--- src/rtl/b2s_pkg.sv ---
// Shared word/sample geometry, FSM state type and byte-select helper for the
// bus_to_sample playback path.
package b2s_pkg;

    localparam int SAMPLES_PER_WORD = 8;
    localparam int SAMPLE_W         = 8;
    localparam int WORD_W           = 64;
    localparam int IDX_W            = $clog2(SAMPLES_PER_WORD);

    typedef enum logic {
        B2S_IDLE,
        B2S_PLAY
    } b2s_state_t;

    // Byte 0 sits in the low bits and is the oldest sample in the word.
    function automatic logic [SAMPLE_W-1:0] word_byte(
        input logic [WORD_W-1:0] word,
        input logic [IDX_W-1:0]  idx
    );
        return word[idx*SAMPLE_W +: SAMPLE_W];
    endfunction

endpackage

--- src/rtl/bus_to_sample_if.sv ---
// Word handshake between the processing side (master) and the playback block (slave).
interface bus_to_sample_if;
    import b2s_pkg::*;

    logic [WORD_W-1:0] bus_in;
    logic              set;
    logic              ready;

    modport master (output bus_in, output set, input ready);
    modport slave  (input bus_in, input set, output ready);

endinterface

--- src/rtl/sample_tick_gen.sv ---
// Free-running sample-rate clock enable: one-cycle tick every TICK_DIV clocks.
// Shared with the sample packer so both sides agree on the sample rate.
module sample_tick_gen #(
    parameter int TICK_DIV = 5000
) (
    input  logic clk_50mhz,
    input  logic rst_n,
    output logic tick
);

    localparam int CW = (TICK_DIV > 1) ? $clog2(TICK_DIV) : 1;
    localparam logic [CW-1:0] LAST = CW'(TICK_DIV - 1);

    logic [CW-1:0] cnt;

    always_ff @(posedge clk_50mhz) begin
        if (!rst_n) begin
            cnt <= '0;
        end else if (cnt == LAST) begin
            cnt <= '0;
        end else begin
            cnt <= cnt + CW'(1);
        end
    end

    assign tick = (cnt == LAST);

endmodule

--- src/rtl/bus_to_sample.sv ---
// Replays 64-bit packed words one byte per sample tick, with a one-word holding buffer.
// Optional feature macro B2S_UNDERRUN_CNT_EN adds the saturating underrun_cnt port.
module bus_to_sample
    import b2s_pkg::*;
#(
    parameter int TICK_DIV = 5000
`ifdef B2S_UNDERRUN_CNT_EN
    ,
    parameter int CNT_W    = 16
`endif
) (
    input  logic                clk_50mhz,
    input  logic                rst_n,
    bus_to_sample_if.slave      bus,
    output logic [SAMPLE_W-1:0] sample,
    output logic                sample_valid,
    output logic                underrun
`ifdef B2S_UNDERRUN_CNT_EN
    ,
    output logic [CNT_W-1:0]    underrun_cnt
`endif
);

    logic              tick;
    logic [WORD_W-1:0] hold_buf;
    logic              hold_full;
    logic [WORD_W-1:0] shift;
    logic [IDX_W-1:0]  idx;
    b2s_state_t        state;
    logic              underrun_now;

    sample_tick_gen #(
        .TICK_DIV (TICK_DIV)
    ) u_tick_gen (
        .clk_50mhz (clk_50mhz),
        .rst_n     (rst_n),
        .tick      (tick)
    );

    assign bus.ready    = ~hold_full;
    assign underrun_now = (state == B2S_IDLE) && tick;

    // Accept and hold->shift transfer are mutually exclusive: a transfer needs
    // hold_full, which already forces ready low, so their hold_full writes never collide.
    always_ff @(posedge clk_50mhz) begin
        if (!rst_n) begin
            hold_buf     <= '0;
            hold_full    <= 1'b0;
            shift        <= '0;
            idx          <= '0;
            state        <= B2S_IDLE;
            sample       <= '0;
            sample_valid <= 1'b0;
            underrun     <= 1'b0;
        end else begin
            sample_valid <= 1'b0;
            underrun     <= underrun_now;

            if (bus.set && !hold_full) begin
                hold_buf  <= bus.bus_in;
                hold_full <= 1'b1;
            end

            case (state)
                B2S_IDLE: begin
                    if (hold_full) begin
                        shift     <= hold_buf;
                        idx       <= '0;
                        hold_full <= 1'b0;
                        state     <= B2S_PLAY;
                    end
                end
                B2S_PLAY: begin
                    if (tick) begin
                        sample       <= word_byte(shift, idx);
                        sample_valid <= 1'b1;
                        idx          <= idx + IDX_W'(1);
                        if (idx == IDX_W'(SAMPLES_PER_WORD - 1)) begin
                            if (hold_full) begin
                                shift     <= hold_buf;
                                idx       <= '0;
                                hold_full <= 1'b0;
                            end else begin
                                state <= B2S_IDLE;
                            end
                        end
                    end
                end
                default: state <= B2S_IDLE;
            endcase
        end
    end

`ifdef B2S_UNDERRUN_CNT_EN
    always_ff @(posedge clk_50mhz) begin
        if (!rst_n) begin
            underrun_cnt <= '0;
        end else if (underrun_now && (underrun_cnt != '1)) begin
            underrun_cnt <= underrun_cnt + CNT_W'(1);
        end
    end
`endif

endmodule

--- src/flat_wrapper.sv ---
// flat-port wrapper written by rule: the top's interface ports become plain ports
module bus_to_sample_flat import b2s_pkg::*;
#(
    parameter int TICK_DIV = 5000

)
  (clk_50mhz, rst_n, sample, sample_valid, underrun, bus_bus_in, bus_set, bus_ready);
  bus_to_sample_if bus_i ();
  input  logic clk_50mhz;
  input  logic rst_n;
  output logic [SAMPLE_W-1:0] sample;
  output logic sample_valid;
  output logic underrun;
  input wire logic [$bits(bus_i.bus_in)-1:0] bus_bus_in;
  input wire logic [$bits(bus_i.set)-1:0] bus_set;
  output wire logic [$bits(bus_i.ready)-1:0] bus_ready;
  assign bus_i.bus_in = bus_bus_in;
  assign bus_i.set = bus_set;
  assign bus_ready = bus_i.ready;
  bus_to_sample #(.TICK_DIV(TICK_DIV)) u_core (.clk_50mhz(clk_50mhz), .rst_n(rst_n), .bus(bus_i), .sample(sample), .sample_valid(sample_valid), .underrun(underrun));
endmodule
--- config.mk ---
export PLATFORM = sky130hd
export DESIGN_NAME = bus_to_sample_flat
export DESIGN_NICKNAME = d
export VERILOG_FILES = /design/src/rtl/b2s_pkg.sv /design/src/rtl/bus_to_sample_if.sv /design/src/rtl/sample_tick_gen.sv /design/src/rtl/bus_to_sample.sv /design/src/flat_wrapper.sv
export SDC_FILE = /design/constraint.sdc
export NUM_CORES = 1
export LEC_CHECK = 0
export BUFFER_PORTS_ARGS = -buffer_cell sky130_fd_sc_hd__buf_2
export CORE_MARGIN = 5
export CORE_UTILIZATION = 55
export CTS_BUF_LIST = sky130_fd_sc_hd__clkbuf_8
export DETAILED_ROUTE_END_ITERATION = 7
export GPL_TIMING_DRIVEN = 0
export PLACE_DENSITY = 0.76
export SYNTH_ARGS = -nofsm -noshare
export SYNTH_HDL_FRONTEND = slang
export SYNTH_SLANG_ARGS = --single-unit
export TNS_END_PERCENT = 20
--- constraint.sdc ---
create_clock -name clk_50mhz -period 3.25 [get_ports clk_50mhz]
set_input_delay 0 -clock clk_50mhz [delete_from_list [all_inputs] [get_ports clk_50mhz]]
set_output_delay 0 -clock clk_50mhz [all_outputs]
set_load 0.01 [all_outputs]
==> out/results.tsv, run 1 <==
stage	metric	value	unit
setup_path	critical-path cell list	or4_4, nor4_2, clkbuf_1, nand3_1, a21boi_0	
route	vias post-DR	5368	
logic_synthesis	count of different cell masters after synthesis	33	
route	routed wire length	15900	um
cells_and_area	Layout Area Growth over Synthesis	24.7	%
floorplan	row count	39	
clock_network	maximum root-to-sink buffer count	2	
job	Max-Cap Viols	0	
cells_and_area	Layout Cell Area excl Fill	8060	um2
setup_path	Worst Path Class, Setup	flop to flop	
clock_network	clock transition at the registers of the reported paths	0.08	ns
route	remaining design rule violation count	0	
logic_synthesis	Synthesis Warnings	0	
logic_synthesis	most instantiated flip-flop cell in the synthesis netlist	dfxtp_1	
logic_synthesis	asr flop ratio synth	0	%
floorplan	total core area	11500	um2
clock_network	number of buffers created by CTS	17	
sta	Max Clk Rate	0.462	GHz
pwr	power density relative to cell area	469	nW/um2
sta	setup repair after global routing missed its margin	false	
sta	Worst Skew	0.0116	ns
cells_and_area	fin util	70.3	%
outcome	outcome	complete, no violations	
setup_path	critical path fanouts, max	10	
sta	slew at the pin with the worst max-slew slack	0.813	ns
route	antenna violation net count after detailed routing	0	
grt	maximum number of pins on one net before global-route repair	17	
cells_and_area	number of filler cells placed in the layout	842	
clock_network	clock latency of the later-clocked register in the worst-skew pair	0.45	ns
floorplan	x dimension of the die	118	um
logic_synthesis	EDFF count, synth	0	
sta	Hold Fails Final Rpt	0	
placement	half-perimeter wire length of the detailed placement result	11000	um
setup_path	CP peak stage delay	0.57	ns
logic_synthesis	number of standard cells after synthesis	709	
cells_and_area	# nets final	940	
logic_synthesis	flip-flop and latch count after synthesis	156	
clock_network	CTS tree	yes	
setup_path	Slowest-stage cell, CP	or4_4	
grt	first-pass GRT wire length	26300	um
floorplan	initial cell density of the core	56.3	%
pwr	P_leak	0.00338	uW
worst_hold_path	Worst Hold Class	input port to flop	
setup_path	data required time at the worst endpoint	3.63	ns
clock_network	CTS HTree Levels	4	
setup_path	arrival time worst endpoint	2.54	ns
grt	initial antenna violation count	0	
cells_and_area	share of post-route cells with drive strength above 1	14.9	%
logic_synthesis	part of the Yosys area used for sequential elements	48.3	%
logic_synthesis	Synthesized Nets	779	
setup_path	kind of capture point of the worst setup path	flop	
placement	area of placed instances	7030	um2
logic_synthesis	average instance area after synthesis	9.11	um2
sta	min Tclk post-route	2.16	ns
sta	Min Hold Slack	0.232	ns
logic_synthesis	cell area after synthesis	6460	um2
route	wire length per cell after detailed routing	15.5	um
placement	Port Buffers	77	
setup_path	type of origin of the critical path	flop	
cells_and_area	Antenna Cells	0	
floorplan	Die Outline Area	14000	um2
sta	worst relative slew slack	45.8	%
clock_network	number of clock sinks	156	
grt	global route overflow	0	
clock_network	cell at the root of the clock tree	clkbuf_8	
sta	final worst path period share	66.6	%
route	number of vias per cell	5.24	
grt	All-Layer GR Usage	23.3	%
sta	Max Transition Viols Final	0	
grt	number of global-route vias before repair	5429	
route	First-pass DRT Iterations	7	
sta	Setup Viol. Count Final	0	
route	initial detailed-routing violation count	549	
sta	total negative slack for setup checks	0	ns
floorplan	Chip Height	118	um
placement	final weighted congestion of routability-driven global placement	0.832	
pwr	maximum resistive drop on vdd	0.000507	V
floorplan	IO Pins	78	
## through the flow
step	std cells	worst slack (ns)	total power, uW
finish	1025	1.09	3780
global route	1025	0.903	3920
CTS	1025	1.13	3800
detailed placement	929	1.14	2360
global placement	929	1.21	2350
floorplan	709	1.40	2250
## cell usage after synthesis, types with 2 or more instances
cell	n	share of area, %
buf_1	7	0.41
nand2_1	263	15
mux2i_1	72	11
mux4_2	16	5.6
buf_2	2	0.15
xor2_1	3	0.41
nor2_1	16	0.93
inv_1	5	0.29
nor3_1	4	0.31
ha_1	3	0.58
and3b_1	2	0.27
clkbuf_1	35	2.0
xnor2_1	8	1.1
a21oi_1	9	0.70
dfxtp_1	156	48
nand3_1	7	0.54
nand3b_1	2	0.23
o21a_1	3	0.35
buf_6	6	1.0
nand4_1	2	0.19
nand2b_1	2	0.19
and2_1	2	0.19
a21boi_0	67	7.8
o21ai_0	8	0.62
## placed cells by master (no fill, tap or decap), types with 9 or more instances in the layout
cell type      count
dlygate4sd3_1     65
buf_2             79
mux2i_1           72
nor2_1            16
clkbuf_8          20
mux4_2            16
dfxtp_1          156
a21boi_0          67
a21oi_1            9
clkbuf_1          35
inv_1             10
nand2_1          263
## what timing repair did
action	in CTS	in global routing
endpoints found under the setup margin	0	0
resized for setup	0	0
endpoints found under the hold margin	66	0
hold buffers	65	0
buffers inserted	0	0
## layout make-up
class	count	area (um2)	area share, %
clock buffers	20	275	3.42
flip-flops and latches	156	3120	38.8
multi-input cells	497	3080	38.2
inverters	5	18.8	0.233
repair buffers	142	1040	12.9
well taps	143	179	2.22
clock inverters	11	105	1.30
plain buffers	51	243	3.01
## worst paths after layout
check	startpoint	endpoint	slack [ns]	cells after the start
setup / recovery	u_core.u_tick_gen.cnt[10]	u_core.idx[2]	1.09	5
hold / removal	bus_set	u_core.hold_buf[33]	0.23	5
setup reg to reg	u_core.u_tick_gen.cnt[10]	u_core.idx[2]	1.09	5
hold reg to reg	u_core.u_tick_gen.cnt[0]	u_core.u_tick_gen.cnt[0]	0.45	1
## worst max-delay path: cells and delay by family (launching register included)
| family | cells | cell delay [ns] |
|---|---|---|
| and+or+nand+nor | 3 | 1.18 |
| buffers and inverters | 1 | 0.39 |
| DFF | 1 | 0.34 |
| AOI/OAI and AO/OA | 1 | 0.19 |
## layer usage
metal	global-route usage, %	share of wire [%]	up-vias
li1	-	-	2670
met1	30.0	44	2511
met2	38.8	48	161
met3	4.73	5.4	26
met4	8.93	2.1	0
met5	0	0	-
## cell families after synthesis
logic type | count (synthesis) | share of synthesized area, %
compound gates | 88 | 9.55
fa+ha+maj | 3 | 0.581
simple gates | 307 | 19.3
flops | 156 | 48.3
mux | 88 | 16.7
buf+inv | 56 | 4.05
xor+xnor | 11 | 1.49
## where the power goes
| group | internal (uW) | switching [uW] |
|---|---|---|
| Combinational | 178 | 186 |
| Clock | 724 | 673 |
| Sequential | 1980 | 42.1 |
| Total | 2880 | 901 |
## sequential cells by signal, summed over array words and instances (netlist names)
| name | count |
|---|---|
| u_core.hold_full | 1 |
| u_core.underrun | 1 |
| u_core.u_tick_gen.cnt | 13 |
| u_core.idx | 3 |
| u_core.state | 1 |
| u_core.sample | 8 |
| u_core.sample_valid | 1 |
| u_core.hold_buf | 64 |
| u_core.shift | 64 |
Power figures use the tool's default switching activity.
==> run 2: changes to the inputs <==
clock period = 2 ns   (was 3.25 ns; I/O delays follow)
==> run 2 against run 1 <==
Critical path depth up 1. Cell count is essentially flat. Flip-flop and latch count did not move. Sequential share of layout area fell by 0.21 points. Power grew 63%. Largest power group unchanged.
==> out/results.tsv, run 2 (same netlist as run 1, synthesis figures left out) <==
stage	metric	value	unit	change
route	wire length per cell after detailed routing	15.5	um	about the same
grt	first-pass GRT wire length	26400	um	+0.16%
floorplan	Chip Height	118	um	unchanged
sta	Setup Viol. Count Final	0		unchanged
setup_path	count of cells along the worst register-to-register path	6		+1
floorplan	initial cell density of the core	56.3	%	unchanged
route	antenna violation net count after detailed routing	0		unchanged
sta	Worst Skew	0.0113	ns	-0.000364 ns
worst_hold_path	Worst Hold Launch	bus_set		
setup_path	arrival time worst endpoint	2.27	ns	-0.27 ns
cells_and_area	share of post-route cells with drive strength above 1	16.2	%	+1.3 points
floorplan	total core area	11500	um2	unchanged
cells_and_area	most frequent standard cell in the layout excluding fill and tap cells	nand2_1		
setup_path	kind of capture point of the worst setup path	flop		
sta	slew at the pin with the worst max-slew slack	0.701	ns	-0.112 ns
cells_and_area	final non-filler cell total	1026		+0.098%
grt	maximum number of pins on one net before global-route repair	17		unchanged
sta	worst relative slew slack	53.3	%	+7.5 points
worst_hold_path	worst hold path endpoint	u_core.hold_buf[36]		
grt	global route overflow	0		unchanged
route	length of routed met2 wiring	7680	um	+0.69%
floorplan	x dimension of the die	118	um	unchanged
cells_and_area	# nets final	941		+0.11%
sta	Max Transition Viols Final	0		unchanged
route	routed wire length on met3	852	um	unchanged
pwr	power density relative to cell area	760	nW/um2	+62%
clock_network	CTS tree	yes		
cells_and_area	most used cells in the layout excluding fill and tap cells	nand2_1, dfxtp_1, buf_2		
grt	initial antenna violation count	0		unchanged
route	remaining design rule violation count	0		unchanged
outcome	outcome	complete, no violations		
placement	Port Buffers	77		unchanged
setup_path	R2R Setup Slk	0.07	ns	-1.02 ns
cells_and_area	Layout Cell Area excl Fill	8110	um2	+0.62%
clock_network	number of buffers created by CTS	17		unchanged
clock_network	CTS HTree Levels	4		unchanged
cells_and_area	Regs by FF count	u_core.hold_buf: 64 flops, u_core.shift: 64 flops, u_core.u_tick_gen.cnt: 13 flops		
setup_path	type of origin of the critical path	flop		
route	number of vias per cell	5.24		about the same
cells_and_area	Storage cell area	3130	um2	about the same
placement	half-perimeter wire length of the detailed placement result	11000	um	unchanged
cells_and_area	number of filler cells placed in the layout	847		+0.59%
worst_hold_path	number of cells on the worst hold path	4		-1
setup_path	critical path fanouts, max	10		unchanged
floorplan	IO Pins	78		unchanged
sta	Hold Fails Final Rpt	0		unchanged
route	met1 wire length	6990	um	-0.68%
worst_hold_path	Worst Hold Class	input port to flop		
pwr	maximum resistive drop on vdd	0.000826	V	+63%
clock_network	maximum root-to-sink buffer count	2		unchanged
setup_path	launch point of the worst reg-to-reg path	u_core.u_tick_gen.cnt[10]		
setup_path	data required time at the worst endpoint	2.34	ns	-1.29 ns
cells_and_area	fin util	70.7	%	+0.44 points
setup_path	reg2reg end	u_core.shift[39]		
job	Max-Cap Viols	0		unchanged
clock_network	cell at the root of the clock tree	clkbuf_8		
placement	final weighted congestion of routability-driven global placement	0.832		unchanged
cells_and_area	Layout Area Growth over Synthesis	25.5	%	
sta	final worst path period share	96.6	%	+30 points
grt	number of global-route vias before repair	5440		+0.20%
floorplan	row count	39		unchanged
sta	min Tclk post-route	1.93	ns	-0.230 ns
clock_network	number of clock sinks	156		unchanged
route	vias post-DR	5374		+0.11%
pwr	P_leak	0.00341	uW	+0.73%
route	uppermost metal layer occupied by signal nets	met4		
sta	Max Clk Rate	0.517	GHz	+12%
route	routed wire length	15900	um	+0.17%
placement	area of placed instances	7030	um2	unchanged
route	initial detailed-routing violation count	520		-5.3%
cells_and_area	area of the multi-input gates	3100	um2	+0.65%
clock_network	clock transition at the registers of the reported paths	0.08	ns	about the same
sta	setup repair after global routing missed its margin	true		
placement	number of placed instances with taps included	929		unchanged
clock_network	clock latency of the later-clocked register in the worst-skew pair	0.45	ns	about the same
cells_and_area	Antenna Cells	0		unchanged
setup_path	Worst Path Class, Setup	flop to flop		
grt	All-Layer GR Usage	23.3	%	about the same
floorplan	Die Outline Area	14000	um2	unchanged
route	First-pass DRT Iterations	6		-1
run 2: area by class of cell:
class / count / share of cell area [%]
sequential: 156 / 38.6
multi-input combinational: 497 / 38.2
timing repair buffer: 144 / 13.0
clock buffer: 20 / 3.40
buffer: 50 / 3.15
tap: 143 / 2.21
clock inverter: 11 / 1.30
inverter: 5 / 0.232
run 2: timing repair:
| action | in CTS | in global routing |
|---|---|---|
| hold endpoints to repair | 66 | 0 |
| pin swaps | 1 | 0 |
| endpoints found under the setup margin | 80 | 105 |
| setup buffers | 0 | 2 |
| resized for setup | 6 | 11 |
| hold buffers | 65 | 0 |
run 2: through the flow:
| step | total power (uW) | hold WS, ns | TNS [ns] | setup slack, ns |
|---|---|---|---|---|
| after floorplan | 3660 | 0.145 | 0 | 0.151 |
| after global placement | 3820 | 0.250 | -0.186 | -0.0448 |
| after detailed placement | 3840 | 0.259 | -1.44 | -0.105 |
| after CTS | 6170 | 0.209 | 0 | 0.0112 |
| after global routing | 6380 | 0.138 | -0.135 | -0.0303 |
| final | 6160 | 0.129 | 0 | 0.0671 |
run 2: worst max-delay path, cell delays in order, from the launching register on:
cell and delay, ns:
dfxtp_2 0.34, or4_4 0.57, nor4_4 0.28, a31oi_1 0.15, buf_6 0.18, buf_6 0.16
mux2i_2 0.15
run 2: worst max path at each step:
stage          slack [ns]                 startpoint               end  cells after the start
4_1_cts              0.01  u_core.u_tick_gen.cnt[10]  u_core.shift[20]                      6
2_1_floorplan        0.15  u_core.u_tick_gen.cnt[10]  u_core.shift[10]                      6
5_1_grt             -0.03  u_core.u_tick_gen.cnt[10]  u_core.shift[20]                      6
3_3_place_gp        -0.04              u_core.idx[1]  u_core.sample[6]                      5
6_report             0.07  u_core.u_tick_gen.cnt[10]  u_core.shift[39]                      6
3_5_place_dp        -0.11  u_core.u_tick_gen.cnt[10]     u_core.idx[2]                      5
run 2: report_power, final:
group          leakage (uW)  internal (uW)  switching (uW)
clock network      0.000211           1180            1100
logic               0.00193            293             303
registers           0.00127           3220            69.0
total               0.00341           4680            1470
run 2: routing by layer:
metal / vias up / GRT usage (%)
met1: 2526 / 29.9
met2: 154 / 38.9
li1: 2667 / -
met4: 0 / 9.07
met3: 27 / 4.73
met5: - / 0
==> run 3: changes to the inputs <==
CORE_UTILIZATION = 40   (was 55)
PLACE_DENSITY = not set   (was 0.76)
clock period = 2.45 ns   (was 2 ns; I/O delays follow)
==> run 3 against run 2 <==
Sequential power fell by 18%. Flip-flop and latch count did not move. Via count fell by 2.9%. Worst hold slack improved by 0.094 ns. Final area rose by 1.3%. Maximum frequency fell by 11%. Cell count rose by 7.1%. Count of clock-buffer cells in the layout fell by 2. Core utilization fell by 19 points. Wire length fell by 0.76%. Highest routed layer unchanged. Critical path type unchanged. Die area rose by 34%.
==> out/results.tsv, run 3 (same netlist as run 1, synthesis figures left out) <==
stage	metric	value	unit	change
outcome	outcome	complete, no violations		
floorplan	initial cell density of the core	40.7	%	-16 points
placement	Port Buffers	77		unchanged
route	vias post-DR	5216		-2.9%
grt	initial antenna violation count	0		unchanged
route	routed wire length	15800	um	-0.76%
cells_and_area	Antenna Cells	0		unchanged
floorplan	IO Pins	78		unchanged
clock_network	CTS HTree Levels	4		unchanged
worst_hold_path	Worst Hold Class	input port to flop		
sta	Hold Fails Final Rpt	0		unchanged
cells_and_area	Layout Area Growth over Synthesis	27.1	%	
sta	Setup Viol. Count Final	0		unchanged
route	initial detailed-routing violation count	213		-59%
route	First-pass DRT Iterations	4		-2
grt	number of global-route vias before repair	5242		-3.6%
grt	maximum number of pins on one net before global-route repair	17		unchanged
clock_network	number of clock sinks	156		unchanged
sta	final worst path period share	89.1	%	-7.5 points
clock_network	CTS tree	yes		
sta	total negative slack for setup checks	0	ns	unchanged
cells_and_area	# nets final	940		-0.11%
pwr	maximum resistive drop on vdd	0.000341	V	-59%
sta	min Tclk post-route	2.18	ns	+0.251 ns
setup_path	type of origin of the critical path	flop		
clock_network	clock latency of the later-clocked register in the worst-skew pair	0.46	ns	about the same
floorplan	Die Outline Area	18800	um2	+34%
floorplan	x dimension of the die	137	um	+16%
setup_path	Worst Path Class, Setup	flop to flop		
placement	half-perimeter wire length of the detailed placement result	11600	um	+5.0%
clock_network	cell at the root of the clock tree	clkbuf_8		
sta	slew at the pin with the worst max-slew slack	0.816	ns	+0.115 ns
setup_path	arrival time worst endpoint	2.50	ns	+0.23 ns
setup_path	kind of capture point of the worst setup path	flop		
clock_network	hold buffer count at cts	65		unchanged
clock_network	maximum root-to-sink buffer count	2		unchanged
pwr	P_leak	0.00341	uW	about the same
cells_and_area	most used cells in the layout excluding fill and tap cells	nand2_1, dfxtp_1, buf_2		
sta	Min Hold Slack	0.223	ns	+0.0938 ns
route	remaining design rule violation count	0		unchanged
clock_network	setup bufs post-CTS	0		unchanged
route	antenna violation net count after detailed routing	0		unchanged
placement	final weighted congestion of routability-driven global placement	0.829		-0.37%
sta	Worst Slack Setup Final	0.266	ns	+0.199 ns
grt	global route overflow	0		unchanged
route	number of vias per cell	4.75		-9.4%
cells_and_area	fin util	51.7	%	-19 points
grt	All-Layer GR Usage	17.9	%	-5.5 points
clock_network	number of buffers created by CTS	17		unchanged
floorplan	Chip Height	137	um	+16%
clock_network	cts repair resizes	0		-6
sta	Worst Skew	0.0125	ns	+0.00128 ns
pwr	Total Power	5310	uW	-14%
job	Max-Cap Viols	0		unchanged
cells_and_area	Regs by FF count	u_core.hold_buf: 64 flops, u_core.shift: 64 flops, u_core.u_tick_gen.cnt: 13 flops		
route	wire length per cell after detailed routing	14.3	um	-7.4%
floorplan	total core area	15900	um2	+39%
grt	first-pass GRT wire length	26000	um	-1.5%
sta	setup repair after global routing missed its margin	false		
clock_network	clock transition at the registers of the reported paths	0.08	ns	about the same
sta	Max Transition Viols Final	0		unchanged
sta	worst relative slew slack	45.6	%	-7.7 points
floorplan	row count	46		+18%
setup_path	beginning of the critical path	u_core.idx[1]		
sta	Max Clk Rate	0.458	GHz	-11%
worst_hold_path	Worst Hold Launch	bus_set		
pwr	power density relative to cell area	646	nW/um2	-15%
setup_path	data required time at the worst endpoint	2.77	ns	+0.43 ns
placement	dpl ws	0.329	ns	+0.434 ns
cells_and_area	most frequent standard cell in the layout excluding fill and tap cells	nand2_1		
setup_path	launch point of the worst reg-to-reg path	u_core.idx[1]		
setup_path	critical path fanouts, max	10		unchanged
cells_and_area	share of post-route cells with drive strength above 1	15.4	%	-0.79 points
## run 3: cell types whose count changed in the layout (fill, tap and decap cells not counted), moves of 2 or more
cell	delta
clkbuf_1	+4
clkinv_2	+4
inv_1	-4
bufinv_16	+3
buf_4	-2
clkbuf_2	-2
clkbuf_4	-2
clkbuf_8	-2
dfxtp_1	+2
dfxtp_2	-2
nand2_1	+2
nand2_2	-2
## run 3: critical path, cell delays in order, from the launching register on
cell and delay, ns:
dfxtp_1 0.34, clkbuf_1 0.35, buf_1 0.54, mux4_2 0.42
mux2i_1 0.27, a21oi_1 0.12
## run 3: per-layer routing
layer  part of all wire (%)  vias up  wire [um]  GRT usage [%]
met4                    1.0        0        165           4.82
li1                       -     2677          -              -
met5                      0        -          0              0
met2                     47       95       7410           29.0
met1                     47     2433       7370           23.7
met3                    5.1       11        809           4.60
## run 3: area by class of cell
cell class              instances  area [um2]
multi-input cells             497        3080
clock buffers                  18         248
flip-flops and latches        156        3120
plain buffers                  51         243
clock inverters                14         200
repair buffers                142        1040
fillers                      1516        7670
well taps                     216         270
inverters                       5        18.8
## run 3: path summary, 6_finish.rpt
kind                                       endpoint  slack [ns]  cells after the start
worst min-delay path            u_core.hold_buf[33]        0.22                      5
worst max-delay path               u_core.sample[6]        0.27                      5
worst max register to register     u_core.sample[6]        0.27                      5
worst min register to register     u_core.shift[60]        0.45                      2
## run 3: through the flow
stage / cell area, um2 / instances
after global placement: 7120 / 1002
final: 8220 / 1099
after CTS: 8220 / 1099
after floorplan: 6460 / 709
after detailed placement: 7120 / 1002
after global routing: 8220 / 1099
## run 3: where the power goes
group	switching, uW	internal (uW)
logic	240	236
registers	55.8	2620
clock network	930	1220
